## src/rtl/stretch_ctrl_if.sv

```systemverilog
// stretch_ctrl_if -- signal bundle between the contrast-stretch controller
// and its surroundings.
//
// Groups the video timing/luma inputs, the register write bus and the
// coefficient handshake into one interface.
//   master : the side that produces video/config and accepts coefficients
//   slave  : the stretch_ctrl block itself
//
// Signals:
//   i_vsync    vertical sync; a falling edge marks the frame boundary
//   i_blank    high while the current pixel is active
//   i_y[7:0]   luma of the current pixel
//   cfg_we     register write strobe
//   cfg_addr   0=mode[1:0], 1=man_min, 2=man_max, 3=clear overrun
//   cfg_wdata  register write data
//   coef_valid new coefficient set offered
//   coef_ack   datapath accepts the offered set
//   coef_min   offset subtracted by the datapath
//   coef_gain  unsigned 8.8 multiplier
//   busy       controller is computing or publishing
//   overrun    sticky: a snapshot was dropped
interface stretch_ctrl_if;
  logic        i_vsync;
  logic        i_blank;
  logic [7:0]  i_y;
  logic        cfg_we;
  logic [1:0]  cfg_addr;
  logic [7:0]  cfg_wdata;
  logic        coef_valid;
  logic        coef_ack;
  logic [7:0]  coef_min;
  logic [15:0] coef_gain;
  logic        busy;
  logic        overrun;

  modport master (
    output i_vsync, i_blank, i_y, cfg_we, cfg_addr, cfg_wdata, coef_ack,
    input  coef_valid, coef_min, coef_gain, busy, overrun
  );

  modport slave (
    input  i_vsync, i_blank, i_y, cfg_we, cfg_addr, cfg_wdata, coef_ack,
    output coef_valid, coef_min, coef_gain, busy, overrun
  );
endinterface

```

## src/rtl/stretch_ctrl.sv

```systemverilog
// stretch_ctrl -- per-frame contrast-stretch coefficient controller.
//
// Tracks the luma range of each frame, and at every vsync falling edge
// snapshots a (min, max) pair chosen by the mode register, derives
// gain = floor(65280 / (max - min)) with a 16-cycle restoring divider,
// and offers (coef_min, coef_gain) to the datapath with a valid/ack
// handshake.
//
// Ports:
//   clk    rising-edge clock
//   rst_n  asynchronous, active-low reset
//   bus    stretch_ctrl_if.slave (video inputs, config bus, coefficient
//          handshake, busy/overrun status)
//
// Parameter:
//   MIN_RANGE  auto-mode ranges narrower than this fall back to identity
//
// Build option:
//   STRETCH_SMOOTH_EN  when defined, auto-mode min/max are IIR-smoothed
//                      across frames before the range checks.
module stretch_ctrl #(
  parameter int MIN_RANGE = 16
) (
  input logic           clk,
  input logic           rst_n,
  stretch_ctrl_if.slave bus
);

  localparam logic [1:0] C_IDLE = 2'd0;
  localparam logic [1:0] C_DIV  = 2'd1;
  localparam logic [1:0] C_PUB  = 2'd2;

  localparam logic [8:0]  MIN_RANGE_W = 9'(MIN_RANGE);
  localparam logic [15:0] DIVIDEND    = 16'hFF00;

  logic [1:0]  vs_hist_q, vs_hist_d;
  logic [7:0]  acc_min_q, acc_min_d;
  logic [7:0]  acc_max_q, acc_max_d;
  logic [1:0]  mode_q, mode_d;
  logic [7:0]  man_min_q, man_min_d;
  logic [7:0]  man_max_q, man_max_d;
  logic [1:0]  state_q, state_d;
  logic [3:0]  cnt_q, cnt_d;
  logic [15:0] div_q, div_d;
  logic [7:0]  rem_q, rem_d;
  logic [7:0]  divisor_q, divisor_d;
  logic [7:0]  snap_min_q, snap_min_d;
  logic        coef_valid_q, coef_valid_d;
  logic [7:0]  coef_min_q, coef_min_d;
  logic [15:0] coef_gain_q, coef_gain_d;
  logic        overrun_q, overrun_d;

  logic        vs_neg;
  logic        snap_take;
  logic [7:0]  auto_min, auto_max;
  logic [7:0]  src_min, src_max, src_diff;
  logic        src_auto;
  logic [7:0]  new_min, new_range;
  logic [8:0]  div_tmp;
  logic        q_bit;
  logic [7:0]  rem_next;

  // Older history bit high, newer low: vsync just fell.
  assign vs_neg    = (vs_hist_q == 2'b10);
  assign snap_take = vs_neg && (state_q == C_IDLE);

`ifdef STRETCH_SMOOTH_EN
  logic [7:0]        sm_min_q, sm_min_d;
  logic [7:0]        sm_max_q, sm_max_d;
  logic              sm_valid_q, sm_valid_d;
  logic signed [8:0] sm_min_diff, sm_max_diff;
  logic signed [8:0] sm_min_step, sm_max_step;
  logic [7:0]        filt_min, filt_max;
  logic              unused_sm_sign;

  // The step never overshoots the target, so 8-bit modular addition of
  // the low step bits gives the exact filtered value.
  always_comb begin
    sm_min_diff = $signed({1'b0, acc_min_q}) - $signed({1'b0, sm_min_q});
    sm_max_diff = $signed({1'b0, acc_max_q}) - $signed({1'b0, sm_max_q});
    sm_min_step = sm_min_diff >>> 2;
    sm_max_step = sm_max_diff >>> 2;
    if (sm_valid_q) begin
      filt_min = sm_min_q + sm_min_step[7:0];
      filt_max = sm_max_q + sm_max_step[7:0];
    end else begin
      filt_min = acc_min_q;
      filt_max = acc_max_q;
    end
  end

  assign unused_sm_sign = sm_min_step[8] ^ sm_max_step[8];

  // A mode change restarts the filter so the next auto frame loads raw.
  always_comb begin
    sm_min_d   = sm_min_q;
    sm_max_d   = sm_max_q;
    sm_valid_d = sm_valid_q;
    if (snap_take && (mode_q == 2'd1)) begin
      sm_min_d   = filt_min;
      sm_max_d   = filt_max;
      sm_valid_d = 1'b1;
    end
    if (bus.cfg_we && (bus.cfg_addr == 2'd0) && (bus.cfg_wdata[1:0] != mode_q)) begin
      sm_valid_d = 1'b0;
    end
  end

  always_ff @(posedge clk or negedge rst_n) begin
    if (!rst_n) begin
      sm_min_q   <= 8'd0;
      sm_max_q   <= 8'd0;
      sm_valid_q <= 1'b0;
    end else begin
      sm_min_q   <= sm_min_d;
      sm_max_q   <= sm_max_d;
      sm_valid_q <= sm_valid_d;
    end
  end

  assign auto_min = filt_min;
  assign auto_max = filt_max;
`else
  assign auto_min = acc_min_q;
  assign auto_max = acc_max_q;
`endif

  // Snapshot source selection and identity fallback.
  always_comb begin
    src_min  = 8'd0;
    src_max  = 8'd255;
    src_auto = 1'b0;
    case (mode_q)
      2'd1: begin
        src_min  = auto_min;
        src_max  = auto_max;
        src_auto = 1'b1;
      end
      2'd2: begin
        src_min = man_min_q;
        src_max = man_max_q;
      end
      default: begin
        src_min = 8'd0;
        src_max = 8'd255;
      end
    endcase
    src_diff  = src_max - src_min;
    new_min   = src_min;
    new_range = src_diff;
    if ((src_max <= src_min) || (src_auto && ({1'b0, src_diff} < MIN_RANGE_W))) begin
      new_min   = 8'd0;
      new_range = 8'd255;
    end
  end

  // One restoring-divide step. The remainder stays below the divisor, so
  // the subtraction result always fits back into 8 bits.
  always_comb begin
    div_tmp = {rem_q, div_q[15]};
    if (div_tmp >= {1'b0, divisor_q}) begin
      q_bit    = 1'b1;
      rem_next = div_tmp[7:0] - divisor_q;
    end else begin
      q_bit    = 1'b0;
      rem_next = div_tmp[7:0];
    end
  end

  // Frame statistics, configuration registers and overrun flag.
  always_comb begin
    vs_hist_d = {vs_hist_q[0], bus.i_vsync};

    acc_min_d = acc_min_q;
    acc_max_d = acc_max_q;
    if (vs_neg) begin
      if (bus.i_blank) begin
        acc_min_d = bus.i_y;
        acc_max_d = bus.i_y;
      end else begin
        acc_min_d = 8'd255;
        acc_max_d = 8'd0;
      end
    end else if (bus.i_blank) begin
      if (bus.i_y < acc_min_q) acc_min_d = bus.i_y;
      if (bus.i_y > acc_max_q) acc_max_d = bus.i_y;
    end

    mode_d    = mode_q;
    man_min_d = man_min_q;
    man_max_d = man_max_q;
    if (bus.cfg_we) begin
      case (bus.cfg_addr)
        2'd0:    mode_d    = bus.cfg_wdata[1:0];
        2'd1:    man_min_d = bus.cfg_wdata;
        2'd2:    man_max_d = bus.cfg_wdata;
        default: ;
      endcase
    end

    // Clear first, so a simultaneous dropped snapshot sets it again.
    overrun_d = overrun_q;
    if (bus.cfg_we && (bus.cfg_addr == 2'd3)) overrun_d = 1'b0;
    if (vs_neg && (state_q != C_IDLE)) overrun_d = 1'b1;
  end

  // Snapshot / divide / publish sequencer.
  always_comb begin
    state_d      = state_q;
    cnt_d        = cnt_q;
    div_d        = div_q;
    rem_d        = rem_q;
    divisor_d    = divisor_q;
    snap_min_d   = snap_min_q;
    coef_valid_d = coef_valid_q;
    coef_min_d   = coef_min_q;
    coef_gain_d  = coef_gain_q;
    case (state_q)
      C_IDLE: begin
        if (vs_neg) begin
          snap_min_d = new_min;
          divisor_d  = new_range;
          div_d      = DIVIDEND;
          rem_d      = 8'd0;
          cnt_d      = 4'd0;
          state_d    = C_DIV;
        end
      end
      C_DIV: begin
        div_d = {div_q[14:0], q_bit};
        rem_d = rem_next;
        cnt_d = cnt_q + 4'd1;
        if (cnt_q == 4'd15) begin
          state_d      = C_PUB;
          coef_valid_d = 1'b1;
          coef_min_d   = snap_min_q;
          coef_gain_d  = {div_q[14:0], q_bit};
        end
      end
      C_PUB: begin
        if (bus.coef_ack) begin
          coef_valid_d = 1'b0;
          state_d      = C_IDLE;
        end
      end
      default: begin
        state_d      = C_IDLE;
        coef_valid_d = 1'b0;
      end
    endcase
  end

  always_ff @(posedge clk or negedge rst_n) begin
    if (!rst_n) begin
      vs_hist_q    <= 2'b00;
      acc_min_q    <= 8'd255;
      acc_max_q    <= 8'd0;
      mode_q       <= 2'd0;
      man_min_q    <= 8'd0;
      man_max_q    <= 8'd255;
      state_q      <= C_IDLE;
      cnt_q        <= 4'd0;
      div_q        <= 16'd0;
      rem_q        <= 8'd0;
      divisor_q    <= 8'd255;
      snap_min_q   <= 8'd0;
      coef_valid_q <= 1'b0;
      coef_min_q   <= 8'd0;
      coef_gain_q  <= 16'd256;
      overrun_q    <= 1'b0;
    end else begin
      vs_hist_q    <= vs_hist_d;
      acc_min_q    <= acc_min_d;
      acc_max_q    <= acc_max_d;
      mode_q       <= mode_d;
      man_min_q    <= man_min_d;
      man_max_q    <= man_max_d;
      state_q      <= state_d;
      cnt_q        <= cnt_d;
      div_q        <= div_d;
      rem_q        <= rem_d;
      divisor_q    <= divisor_d;
      snap_min_q   <= snap_min_d;
      coef_valid_q <= coef_valid_d;
      coef_min_q   <= coef_min_d;
      coef_gain_q  <= coef_gain_d;
      overrun_q    <= overrun_d;
    end
  end

  assign bus.coef_valid = coef_valid_q;
  assign bus.coef_min   = coef_min_q;
  assign bus.coef_gain  = coef_gain_q;
  assign bus.busy       = (state_q != C_IDLE);
  assign bus.overrun    = overrun_q;

endmodule

```

## src/flat_wrapper.sv

```systemverilog
// flat-port wrapper written by rule: the top's interface ports become plain ports
module stretch_ctrl_flat 
#(
  parameter int MIN_RANGE = 16
)
  (clk, rst_n, bus_i_vsync, bus_i_blank, bus_i_y, bus_cfg_we, bus_cfg_addr, bus_cfg_wdata, bus_coef_ack, bus_coef_valid, bus_coef_min, bus_coef_gain, bus_busy, bus_overrun);
  stretch_ctrl_if bus_i ();
  input logic clk;
  input logic rst_n;
  input wire logic [$bits(bus_i.i_vsync)-1:0] bus_i_vsync;
  input wire logic [$bits(bus_i.i_blank)-1:0] bus_i_blank;
  input wire logic [$bits(bus_i.i_y)-1:0] bus_i_y;
  input wire logic [$bits(bus_i.cfg_we)-1:0] bus_cfg_we;
  input wire logic [$bits(bus_i.cfg_addr)-1:0] bus_cfg_addr;
  input wire logic [$bits(bus_i.cfg_wdata)-1:0] bus_cfg_wdata;
  input wire logic [$bits(bus_i.coef_ack)-1:0] bus_coef_ack;
  output wire logic [$bits(bus_i.coef_valid)-1:0] bus_coef_valid;
  output wire logic [$bits(bus_i.coef_min)-1:0] bus_coef_min;
  output wire logic [$bits(bus_i.coef_gain)-1:0] bus_coef_gain;
  output wire logic [$bits(bus_i.busy)-1:0] bus_busy;
  output wire logic [$bits(bus_i.overrun)-1:0] bus_overrun;
  assign bus_i.i_vsync = bus_i_vsync;
  assign bus_i.i_blank = bus_i_blank;
  assign bus_i.i_y = bus_i_y;
  assign bus_i.cfg_we = bus_cfg_we;
  assign bus_i.cfg_addr = bus_cfg_addr;
  assign bus_i.cfg_wdata = bus_cfg_wdata;
  assign bus_i.coef_ack = bus_coef_ack;
  assign bus_coef_valid = bus_i.coef_valid;
  assign bus_coef_min = bus_i.coef_min;
  assign bus_coef_gain = bus_i.coef_gain;
  assign bus_busy = bus_i.busy;
  assign bus_overrun = bus_i.overrun;
  stretch_ctrl #(.MIN_RANGE(MIN_RANGE)) u_core (.clk(clk), .rst_n(rst_n), .bus(bus_i));
endmodule
```

## config.mk

```make
export PLATFORM = sky130hd
export DESIGN_NAME = stretch_ctrl_flat
export DESIGN_NICKNAME = d
export VERILOG_FILES = /design/src/rtl/stretch_ctrl_if.sv /design/src/rtl/stretch_ctrl.sv /design/src/flat_wrapper.sv
export SDC_FILE = /design/constraint.sdc
export NUM_CORES = 1
export LEC_CHECK = 0
export CORE_UTILIZATION = 50
export CTS_BUF_LIST = sky130_fd_sc_hd__clkbuf_8
export DETAILED_ROUTE_END_ITERATION = 12
export PLACE_DENSITY = 0.81
export RECOVER_POWER = 50
export SLEW_MARGIN = 40
export SYNTH_ARGS = -nofsm -noshare
export SYNTH_HDL_FRONTEND = slang
export SYNTH_SLANG_ARGS = --single-unit
```

## constraint.sdc

```tcl
create_clock -name clk -period 6.6 [get_ports clk]
set_input_delay 0.66 -clock clk [delete_from_list [all_inputs] [get_ports clk]]
set_output_delay 0.66 -clock clk [all_outputs]
set_load 0.03 [all_outputs]
```

==> impl_metrics.json <==
{
  "min_path_type": "flip-flop to flip-flop",
  "yosys_warnings": 0,
  "drt-pass1-iter-count": 5,
  "wl_per_cell_um": 16.81,
  "clk_pin_slew_ns": 0.11,
  "finClkSkew_ns": 0.01304,
  "finalHoldViolations": 0,
  "tightest_slew_ns": 1.900,
  "ir_drop_v": 0.0001955,
  "critPathMaxStageDelay_ns": 0.50,
  "cts_setup_buffers": 0,
  "dieWidth_um": 107.1,
  "dieArea_um2": 11470,
  "critPathArrivalTime_ns": 3.95,
  "crit_chain": "inv_1 > ha_1 > a22oi_1 > nor2_1 > ha_1 > inv_1 > fa_1 > a211o_1 > a21o_1 > a221oi_2 > o2111ai_1 > and2_1 > a22o_2",
  "finalMaxSlewViolations": 36,
  "r2r_cells": 13,
  "ff2ff_setup_slack_ns": 2.92,
  "drt_iter0_drc": 304,
  "drc_errors": 0,
  "yosys-top-cells-count": "dfrtp_1, mux2_2, nand2_1",
  "slew_headroom": -0.2666,
  "cp-end-kind": "flip-flop",
  "netlist_instances": 509,
  "grt_use_total": 0.2208,
  "status": "finished, violations left",
  "failed_checks": "capacitance limit, slew limit",
  "worstPathRequired_ns": 6.87,
  "synthArstFlopShare": 1.000,
  "fin_area_um2": 6310,
  "netlist_area_um2": 5523,
  "cts_tree": "yes",
  "min-delay-start": "u_core.vs_hist_q[0]$_DFF_PN0_",
  "ys_seq_area_frac": 0.4950,
  "grt_pass1_vias": 4049,
  "hold_buffers": 0,
  "gp_congestion": 0.9151,
  "hold_depth": 0,
  "reg2reg_from": "u_core.mode_q[0]$_DFFE_PN0P_",
  "vias": 4033,
  "ant_nets": 0,
  "finalCriticalPeriod_ns": 3.682,
  "numClockSinks": 108,
  "cts-root-buf": "clkbuf_8",
  "initial_core_util": 0.5117,
  "grt-ovfl-total": 0,
  "die_y_um": 107.1,
  "routed_wl_um": 11750,
  "grt_antenna_before_repair": 0,
  "clock.fmax_mhz": 271.6,
  "clk_path_buf_depth": 2,
  "synth_top_area_frac": 0.3761,
  "synth_nets": 569,
  "dp_hpwl_um": 8642,
  "coreArea_um2": 10790,
  "fin_crit_sh": 0.5579,
  "path_class": "flip-flop to flip-flop",
  "cp_max_fo": 16,
  "cts_made_buffers": 9,
  "grt_pass1_wl_um": 19750,
  "layout-drive-gt1-share": 0.1664,
  "finalSetupViolCount": 0,
  "pin_count": 51,
  "cts_resized": 0,
  "synth_edf_count": 0,
  "synth-main-ff-cell": "dfrtp_1",
  "final_nets": 614,
  "rsz0062_at_grt": "false",
  "rr_endpoint": "u_core.snap_min_q[2]$_DFFE_PN0P_",
  "dpl_cell_area_um2": 6133,
  "yosysMostFrequentCell": "dfrtp_1",
  "power_mw": 2.861,
  "crit_path_top_delay_cell": "ha_1",
  "synth_cell_types": 51,
  "synth_seq_cells": 108,
  "worstSetupStartpointType": "flip-flop",
  "clock_latency_ns": 0.38,
  "area_delta_synth_final_pct": 14.25,
  "portBuffers": 50,
  "antenna_cells": 0,
  "fin_setup_tns_ns": 0,
  "maxCapViolCount": 1,
  "grt_max_degree": 75,
  "synth_top_area_cell": "dfrtp_1",
  "viasPerCell": 5.770,
  "hold_end": "u_core.vs_hist_q[1]$_DFF_PN0_",
  "synth.area.top_cells": "dfrtp_1, dfstp_2, mux2_2, ha_1, nand2_1",
  "avgSynthCellArea_um2": 10.85,
  "h-tree-depth": 3,
  "leakagePower_nw": 2.832,
  "fp-row-count": 38,
  "powerDensity_nw_per_um2": 453.4
}
==> worst max-delay path: cells and delay by family, from the launching register on <==
kind / cells / cell delay (ns)
adder cells (fa/ha/maj): 3 / 1.12
flip-flops: 1 / 0.40
AO/OA/AOI/OAI: 6 / 1.40
AND/OR/NAND/NOR: 2 / 0.50
buffers and inverters: 2 / 0.15
==> power by group <==
part | switching (mW) | internal [mW]
clock network | 0.237 | 0.142
logic | 0.765 | 0.609
registers | 0.173 | 0.935
total | 1.18 | 1.69
==> how the worst max path moves through the flow <==
stage                     slack (ns)                          from                          endpoint
final                           2.92  u_core.mode_q[0]$_DFFE_PN0P_  u_core.snap_min_q[2]$_DFFE_PN0P_
after global routing            2.62  u_core.mode_q[0]$_DFFE_PN0P_  u_core.snap_min_q[2]$_DFFE_PN0P_
after CTS                       2.98  u_core.mode_q[0]$_DFFE_PN0P_  u_core.snap_min_q[2]$_DFFE_PN0P_
after detailed placement        3.02  u_core.mode_q[0]$_DFFE_PN0P_  u_core.snap_min_q[2]$_DFFE_PN0P_
after global placement          3.15  u_core.mode_q[0]$_DFFE_PN0P_  u_core.snap_min_q[0]$_DFFE_PN0P_
after floorplan                 3.17  u_core.mode_q[0]$_DFFE_PN0P_  u_core.snap_min_q[4]$_DFFE_PN0P_
==> placed cells by master, fill, tap and decap left out, types with 24 or more instances in the layout <==
cell | Yosys | final
mux2_2 | 42 | 42
inv_1 | 38 | 38
a21oi_1 | 24 | 24
clkdlybuf4s50_1 | 0 | 47
ha_1 | 34 | 34
nor2_1 | 37 | 36
o21ai_0 | 26 | 26
nand2_1 | 40 | 40
dfrtp_1 | 83 | 83
dfstp_2 | 25 | 25
==> cell families (layout without fill, tap and decap cells) <==
group / after synthesis / count (layout) / share of synthesized area
AO/OA/AOI/OAI: 132 / 132 / 0.1706
buffers and inverters: 58 / 108 / 0.04418
XOR/XNOR: 9 / 9 / 0.01427
flip-flops: 108 / 108 / 0.4950
multiplexers: 46 / 46 / 0.09289
AND/OR/NAND/NOR: 120 / 120 / 0.09878
adder cells (fa/ha/maj): 36 / 36 / 0.08428
==> cell type report <==
class / count / area (um2)
timing repair buffer: 54 / 524.3
sequential: 108 / 2734
clock inverter: 7 / 60.06
clock buffer: 9 / 123.9
multi-input combinational: 343 / 2550
inverter: 38 / 142.6
fill: 891 / 4483
tap: 140 / 175.2
==> registers in the layout, indices dropped and copies added, names as in the netlist <==
signal and count:
u_core.divisor_q 8, u_core.man_min_q 8, u_core.cnt_q 4, u_core.bus.coef_gain 16, u_core.bus.coef_min 8, u_core.snap_min_q 8
u_core.state_q 2, u_core.mode_q 2, u_core.div_q 16, u_core.vs_hist_q 2, u_core.man_max_q 8, u_core.bus.overrun 1
u_core.acc_max_q 8, u_core.acc_min_q 8, u_core.bus.coef_valid 1, u_core.rem_q 8
==> metal layers <==
layer / up-vias / global-route usage / routed length, um / part of all wire
li1: 1914 / - / - / -
met1: 1993 / 0.2850 / 5103 / 0.43
met2: 98 / 0.3742 / 5973 / 0.51
met3: 28 / 0.04012 / 368 / 0.031
met4: 0 / 0.07436 / 302 / 0.026
met5: - / 0 / 0 / 0
==> stage by stage <==
step,instances,worst slack [ns],hold slack [ns],utilization
detailed placement,683,3.017,0.3834,0.5683
global route,699,2.621,0.4342,0.5846
finish,699,2.918,0.4034,0.5846
CTS,699,2.979,0.2284,0.5853
global placement,683,3.150,0.3787,0.5677
floorplan,509,3.171,0.3644,-
No activity file was read; power rests on OpenSTA's default activity.
